## config.mk

```make
export PLATFORM = sky130hd
export DESIGN_NAME = bin_to_bcd_converter
export DESIGN_NICKNAME = d
export VERILOG_FILES = /design/src/rtl/bin_to_bcd_converter.sv
export SDC_FILE = /design/constraint.sdc
export NUM_CORES = 1
export LEC_CHECK = 0
export CORE_MARGIN = 5
export CORE_UTILIZATION = 35
export CTS_BUF_LIST = sky130_fd_sc_hd__clkbuf_16
export CTS_CLUSTER_SIZE = 10
export DETAILED_ROUTE_END_ITERATION = 12
export PLACE_DENSITY = 0.65
export SLEW_MARGIN = 15
export SYNTH_ARGS = -nofsm -noshare
export SYNTH_HDL_FRONTEND = slang
export SYNTH_SLANG_ARGS = --single-unit
```

## constraint.sdc

```tcl
create_clock -name clk -period 1.63 [get_ports clk]
set_input_delay 0.326 -clock clk [delete_from_list [all_inputs] [get_ports clk]]
set_output_delay 0.326 -clock clk [all_outputs]
set_load 0.03 [all_outputs]
```

## src/rtl/bin_to_bcd_converter.sv

```systemverilog
// 14-bit binary to 4-digit BCD converter using sequential double-dabble.
// Digits and overflow change only when a finished result is committed, so a display never sees partial values.
`timescale 1ns/1ps
module bin_to_bcd_converter #(
  parameter bit BLANK_ZEROS = 1'b0
) (
  input  logic        clk,
  input  logic        rst_n,
  input  logic        start,
  input  logic [13:0] value,
  output logic        busy,
  output logic        done,
  output logic        overflow,
  output logic [3:0]  digit0,
  output logic [3:0]  digit1,
  output logic [3:0]  digit2,
  output logic [3:0]  digit3
);

  localparam logic [1:0]  S_IDLE    = 2'd0;
  localparam logic [1:0]  S_CONVERT = 2'd1;
  localparam logic [1:0]  S_COMMIT  = 2'd2;
  localparam logic [3:0]  LAST_ITER = 4'd13;
  localparam logic [13:0] MAX_VALUE = 14'd9999;

  logic [1:0]  r_state;
  logic [3:0]  r_iter;
  logic [29:0] r_shift;     // {thousands, hundreds, tens, ones, binary operand}
  logic        r_ovf_cap;
  logic        r_overflow;
  logic [15:0] r_digits;

  logic [29:0] w_adj;
  logic [29:0] w_next;
  logic [15:0] w_bcd;
  logic [15:0] w_disp;

  // NOTE: every always_comb output gets a default first so no path leaves it unassigned (no latch).
  always_comb begin
    w_adj = r_shift;
    for (int k = 0; k < 4; k++) begin
      if (r_shift[14 + 4*k +: 4] >= 4'd5) begin
        w_adj[14 + 4*k +: 4] = r_shift[14 + 4*k +: 4] + 4'd3;
      end
    end
    w_next = {w_adj[28:0], 1'b0};
  end

  assign w_bcd = w_next[29:14];

  // Leading-zero blanking scans from the thousands digit down; the ones digit is always shown.
  always_comb begin
    w_disp = w_bcd;
    if (r_ovf_cap) begin
      w_disp = 16'hEEEE;
    end else if (BLANK_ZEROS) begin
      if (w_bcd[15:12] == 4'd0) begin
        w_disp[15:12] = 4'hF;
        if (w_bcd[11:8] == 4'd0) begin
          w_disp[11:8] = 4'hF;
          if (w_bcd[7:4] == 4'd0) begin
            w_disp[7:4] = 4'hF;
          end
        end
      end
    end
  end

  // NOTE: state is updated with non-blocking assignments so every register samples pre-edge values.
  always_ff @(posedge clk or negedge rst_n) begin
    if (!rst_n) begin
      r_state    <= S_IDLE;
      r_iter     <= 4'd0;
      r_shift    <= 30'd0;
      r_ovf_cap  <= 1'b0;
      r_overflow <= 1'b0;
      r_digits   <= 16'h0000;
    end else begin
      case (r_state)
        S_IDLE: begin
          if (start) begin
            r_shift   <= {16'd0, value};
            r_ovf_cap <= (value > MAX_VALUE);
            r_iter    <= 4'd0;
            r_state   <= S_CONVERT;
          end
        end
        S_CONVERT: begin
          r_shift <= w_next;
          r_iter  <= r_iter + 4'd1;
          // The final iteration's result is committed on the same edge it is computed.
          if (r_iter == LAST_ITER) begin
            r_state    <= S_COMMIT;
            r_digits   <= w_disp;
            r_overflow <= r_ovf_cap;
          end
        end
        S_COMMIT: r_state <= S_IDLE;
        default:  r_state <= S_IDLE;
      endcase
    end
  end

  assign busy     = (r_state == S_CONVERT);
  assign done     = (r_state == S_COMMIT);
  assign overflow = r_overflow;
  assign digit3   = r_digits[15:12];
  assign digit2   = r_digits[11:8];
  assign digit1   = r_digits[7:4];
  assign digit0   = r_digits[3:0];

endmodule

```

; Word level (Yosys, flattened, before mapping)
; Cells that the tools add are included.
[op_classes]
add_sub_neg = 5
order_cmp = 5
n_eq_ne = 5
mux = 12
reduce_logical = 6
[op_table]
columns = operator, n
row1 = one-hot mux 30 bit (2 select lines), 1
row2 = two-way mux 30 bit, 1
row3 = ">= comparator 4 x 3 -> 1 bit, second input constant", 4
row4 = two-way mux 16 bit, 1
row5 = two-way mux 4 bit, 4
row6 = "greater-than comparator 14 bit, second input constant", 1
row7 = "adder 4 x 2 -> 4 bit, second input constant", 3
row8 = one-hot mux 4 bit (2 select lines), 1
row9 = AND reduction 2 bit, 4
row10 = "adder 4 x 1 -> 4 bit, second input constant", 1
row11 = "== test 4 bit, second input constant", 1
row12 = two-way mux 2 bit, 2
row13 = one-hot mux 2 bit (2 select lines), 1
row14 = "adder 3 x 2 -> 3 bit, second input constant", 1
row15 = two-way mux 3 bit, 1
row16 = "== test 2 x 1 -> 1 bit, second input constant", 1
row17 = "== test 2 bit, second input constant", 1
row18 = logical NOT 2 bit, 1
row19 = "inequality test 2 x 1 -> 1 bit, second input constant", 1
row20 = "inequality test 2 bit, second input constant", 1
row21 = nonzero test 2 bit, 1
[word_totals]
ff_bits = 54
in_bits = 17
out_inout_bits = 19
word_cells = 39

; Logic depth before layout (Yosys ltp)
; Gate-level depths: netlist of run 1.
[logic_depth]
ltp_word = 3
ltp_mapped = 9
ltp_nobuf = 7

; Worst setup path before layout of run 1
; Ideal clock, no wire load.
[synth_path]
kind = reg-to-reg
start = register r_shift[14]
end = register r_shift[16]
setup_ns = 0.083
t_arrival_ns = 1.431
required_ns = 1.547
setup_slack_ns = 0.116
stages_incl_launch_ff = 7
cell_sequence = dfrtp_1 > inv_1 > ha_1 > nand2b_1 > a21oi_1 > mux2_2 > o21ai_0
[synth_between]
elab_chain_cells = 3
word_cells_on_any_way = 4
[synth_lines]
columns = element, line_no
row1 = from (decl), 28  ; logic [29:0] r_shift;
row2 = from (signal assigned), 82  ; r_shift <= {16'd0, value};
row3 = from (signal assigned), 89  ; r_shift <= w_next;
row4 = adder 4 x 2 -> 4 bit / >= comparator 4 x 3 -> 1 bit (equally long branches), "43, 42"
row5 = two-way mux 4 bit *, 42  ; if (r_shift[14 + 4*k +: 4] >= 4'd5) begin
row6 = one-hot mux 30 bit (2 select lines) *, 79  ; case (r_state)
; Every way passes the cells marked *; elsewhere a longest branch is shown, timed or not.
; A chain may end at the register's enable or synchronous reset.

; Worst setup path in the final report of run 1
[layout_path]
start = register r_state[1]
end = output port busy
[layout_between]
elab_chain_cells = 1
[layout_lines]
columns = element, line_no
row1 = from (decl), 26  ; logic [1:0] r_state;
row2 = from (signal assigned), 72  ; r_state <= S_IDLE;
row3 = from (signal assigned), 85  ; r_state <= S_CONVERT;
row4 = from (signal assigned), 93  ; r_state <= S_COMMIT;
row5 = == test 2 x 1 -> 1 bit, 104  ; assign busy = (r_state == S_CONVERT);
row6 = to (decl), 11  ; output logic busy,
; No other way between the ends.

==> results of run 1 <==
synthesized netlist by cell type, drive strengths merged:
master and n:
a21oi 15, xnor2 4, a22oi 13, nor4 1, nor3b 4, o21ai 32
o311ai 1, nand4 1, inv 12, nor2 16, or3b 4, o31ai 1
nand3 17, mux2 4, nand2b 5, nand2 45, or2 1, nor3 4
clkbuf 4, dfrtp 54, a41oi 4, buf 7, nor2b 1, ha 10
worst paths after layout:
kind,end,cells after the start
worst max-delay path,busy,4
worst min-delay path,r_shift[9],2
worst max register to register,r_digits[6],6
worst min register to register,r_digits[0],2
max in group asynchronous,r_shift[1],2
min in group clk,r_digits[0],2
where the power goes:
group / switching [mW] / internal, mW / total [mW] / leakage (nW)
clock: 0.478 / 0.875 / 1.35 / 0.0915
sequential: 0.450 / 1.95 / 2.40 / 0.654
combinational: 1.91 / 1.40 / 3.31 / 0.720
sequential cells by signal, indices dropped and copies added, names as in the netlist:
name and flops:
r_digits 16, r_iter 4, r_ovf_cap 1, overflow 1
r_shift 30, r_state 2
placed cells by master (no fill, tap or decap), drive strengths merged:
master          n
a21oi          15
a22oi          13
a41oi           4
buf            21
bufinv          2
clkbuf          6
clkdlybuf4s50  15
clkinv          1
dfrtp          54
dlygate4sd2    17
ha             10
inv            12
mux2            4
nand2          45
nand2b          5
nand3          17
nand4           1
nor2           16
nor2b           1
nor3            4
nor3b           4
nor4            1
o21ai          32
o311ai          1
o31ai           1
or2             1
or3b            4
xnor2           4
kinds of logic (layout without fill, tap and decap cells):
kind of cell	after synthesis	in the layout	synth area share (%)
AND/OR/NAND/NOR	99	99	18.8
AO/OA/AOI/OAI	66	66	16.0
flip-flops	54	54	52.2
buffers and inverters	23	74	5.03
adder cells (fa/ha/maj)	10	10	4.84
XOR/XNOR	4	4	1.35
multiplexers	4	4	1.74
metal layers:
layer / global-route usage (%) / part of all wire [%]
met5: 0 / 0
met3: 3.75 / 3.9
met4: 3.32 / 0.49
met1: 17.9 / 48
met2: 22.0 / 47
final cells by class:
class	count	area, µm²	share of cell area, %
tap	99	124	3.68
inverter	12	52.6	1.56
clock inverter	3	63.8	1.90
timing repair buffer	54	492	14.6
clock buffer	5	125	3.72
multi-input combinational	183	1150	34.3
sequential	54	1350	40.2
stage by stage:
stage	util, %	instance area, µm²	setup WS, ps
floorplan	-	2590	116
global placement	43.3	3120	-216
detailed placement	43.3	3120	-338
CTS	45.9	3310	2.79
global route	46.6	3360	-3.91
finish	46.6	3360	87.4
what timing repair did:
item,in CTS,in global routing
pin swaps,0,3
setup buffers,1,2
cloned,0,0
endpoints found under the setup margin,23,22
resized for setup,22,21
==> flow_summary.json, run 1 <==
{
  "grt_util_all_layers_pct": 13.6,
  "max_freq_mhz": 648,
  "fin_hold_ws_ps": 23.6,
  "portion_of_the_post_synthesis_area_used_by_sequential_elements_pct": 52.2,
  "starting_density_pct": 35.9,
  "critical_path_required_ps": 1300,
  "routed_via_count": 2005,
  "yosys.area.top_type": "dfrtp_1",
  "port-buffer-count": 35,
  "worst-path-buf-inv": 3,
  "crit_fanout": 4,
  "skew_ps": 7.62,
  "cts_made_buffers": 5,
  "grt_max_degree": 55,
  "mappedNetlistNets": 287,
  "cp_slowest_cell": "dfrtp_1",
  "cp_top_family": "flip-flops",
  "crit_arrival_ps": 1220,
  "postSynthCellCount": 260,
  "synth_warnings": 0,
  "worst_hold_path_type": "input port to asynchronous set/reset pin",
  "rows": 31,
  "synthTopCellsByArea": "dfrtp_1 52%, nand2_1 6.5%, o21ai_0 5.6%",
  "clk_pin_slew_worst_paths_ps": 70,
  "final.period_utilization_pct": 94.6,
  "cellPowerDensity_nw_per_um2": 2100,
  "routed_wire_length_per_instance_um": 13.5,
  "worstMarginPinSlew_ps": 457,
  "synth_cell_type_count": 33,
  "drt.antenna.violating_nets": 0,
  "detail_route.iter0.violations": 67,
  "final_nets": 337,
  "post_route_cells_drive_above_1_share_pct": 21.2,
  "layout-area-overhead-vs-synth_pct": 29.9,
  "finalHoldViolCount": 0,
  "critical_path.max_stage_delay_ps": 410,
  "yosys.area.top_type_share_pct": 52.2,
  "worst_case_headroom_to_the_max_slew_limit_pct": 69.5,
  "cp-start-kind": "register",
  "die_area_um2": 9210,
  "final_instance_count_without_filler_cells": 410,
  "postSynthAreaPerCell_um2": 9.95,
  "drt-total-wl_mm": 5.52,
  "route.detailed.drc": 0,
  "outcome": "finished, final reports clean",
  "die_w_um": 96.0,
  "power_leakage_nw": 1.47,
  "ioPinCount": 36,
  "fin_setup_tns_ps": 0,
  "max-cap-violations": 0,
  "grt_antenna_before_repair": 0,
  "cts_hold_buf": 0,
  "drv_slew": 0,
  "numClockSinks": 54,
  "ff2ff_setup_slack_ps": 100,
  "rsz0062_at_grt": "yes",
  "hpwlAfterDp_mm": 3.71,
  "flops_latches_synth": 54,
  "drt-pass1-iter-count": 4,
  "critical_path.cell_chain": "nand2b_4, inv_2, buf_8, buf_4",
  "peakVddDrop_v": 0.000801,
  "via_to_cell_ratio": 4.89,
  "period_needed_ps": 1540,
  "cts_tree": "done",
  "die_h_um": 96.0,
  "antennaDiodeCount": 0,
  "setup_violations": 0,
  "clock_tree.root_cell": "clkbuf_16",
  "mappedNetlistArea_um2": 2590,
  "fp.coreArea_um2": 7210,
  "place_inst": 399,
  "clk_latency_ps": 290,
  "grt-ovfl-total": 0,
  "worstSetupPathType": "register to primary output",
  "critical_path.reg2reg.startpoint": "r_shift[18]",
  "clock_tree.htree_level_count": 2,
  "clock_tree.buffer_depth": 2,
  "crit_start": "r_state[1]",
  "grt_first_pass_wirelength_mm": 9.78,
  "timing.critical_path.to_type": "primary output",
  "gp_routability_congestion": 0.766,
  "fin_total_pwr_mw": 7.07,
  "grt_pass1_vias": 2110,
  "fillerInstances": 711
}
Power figures use the tool's default switching activity.
==> run 2, diff against run 1 <==
CTS_CLUSTER_DIAMETER = 60   (was unset)
==> results of run 2 <==
The final DEF is identical to that of run 1; final timing and power are the same.
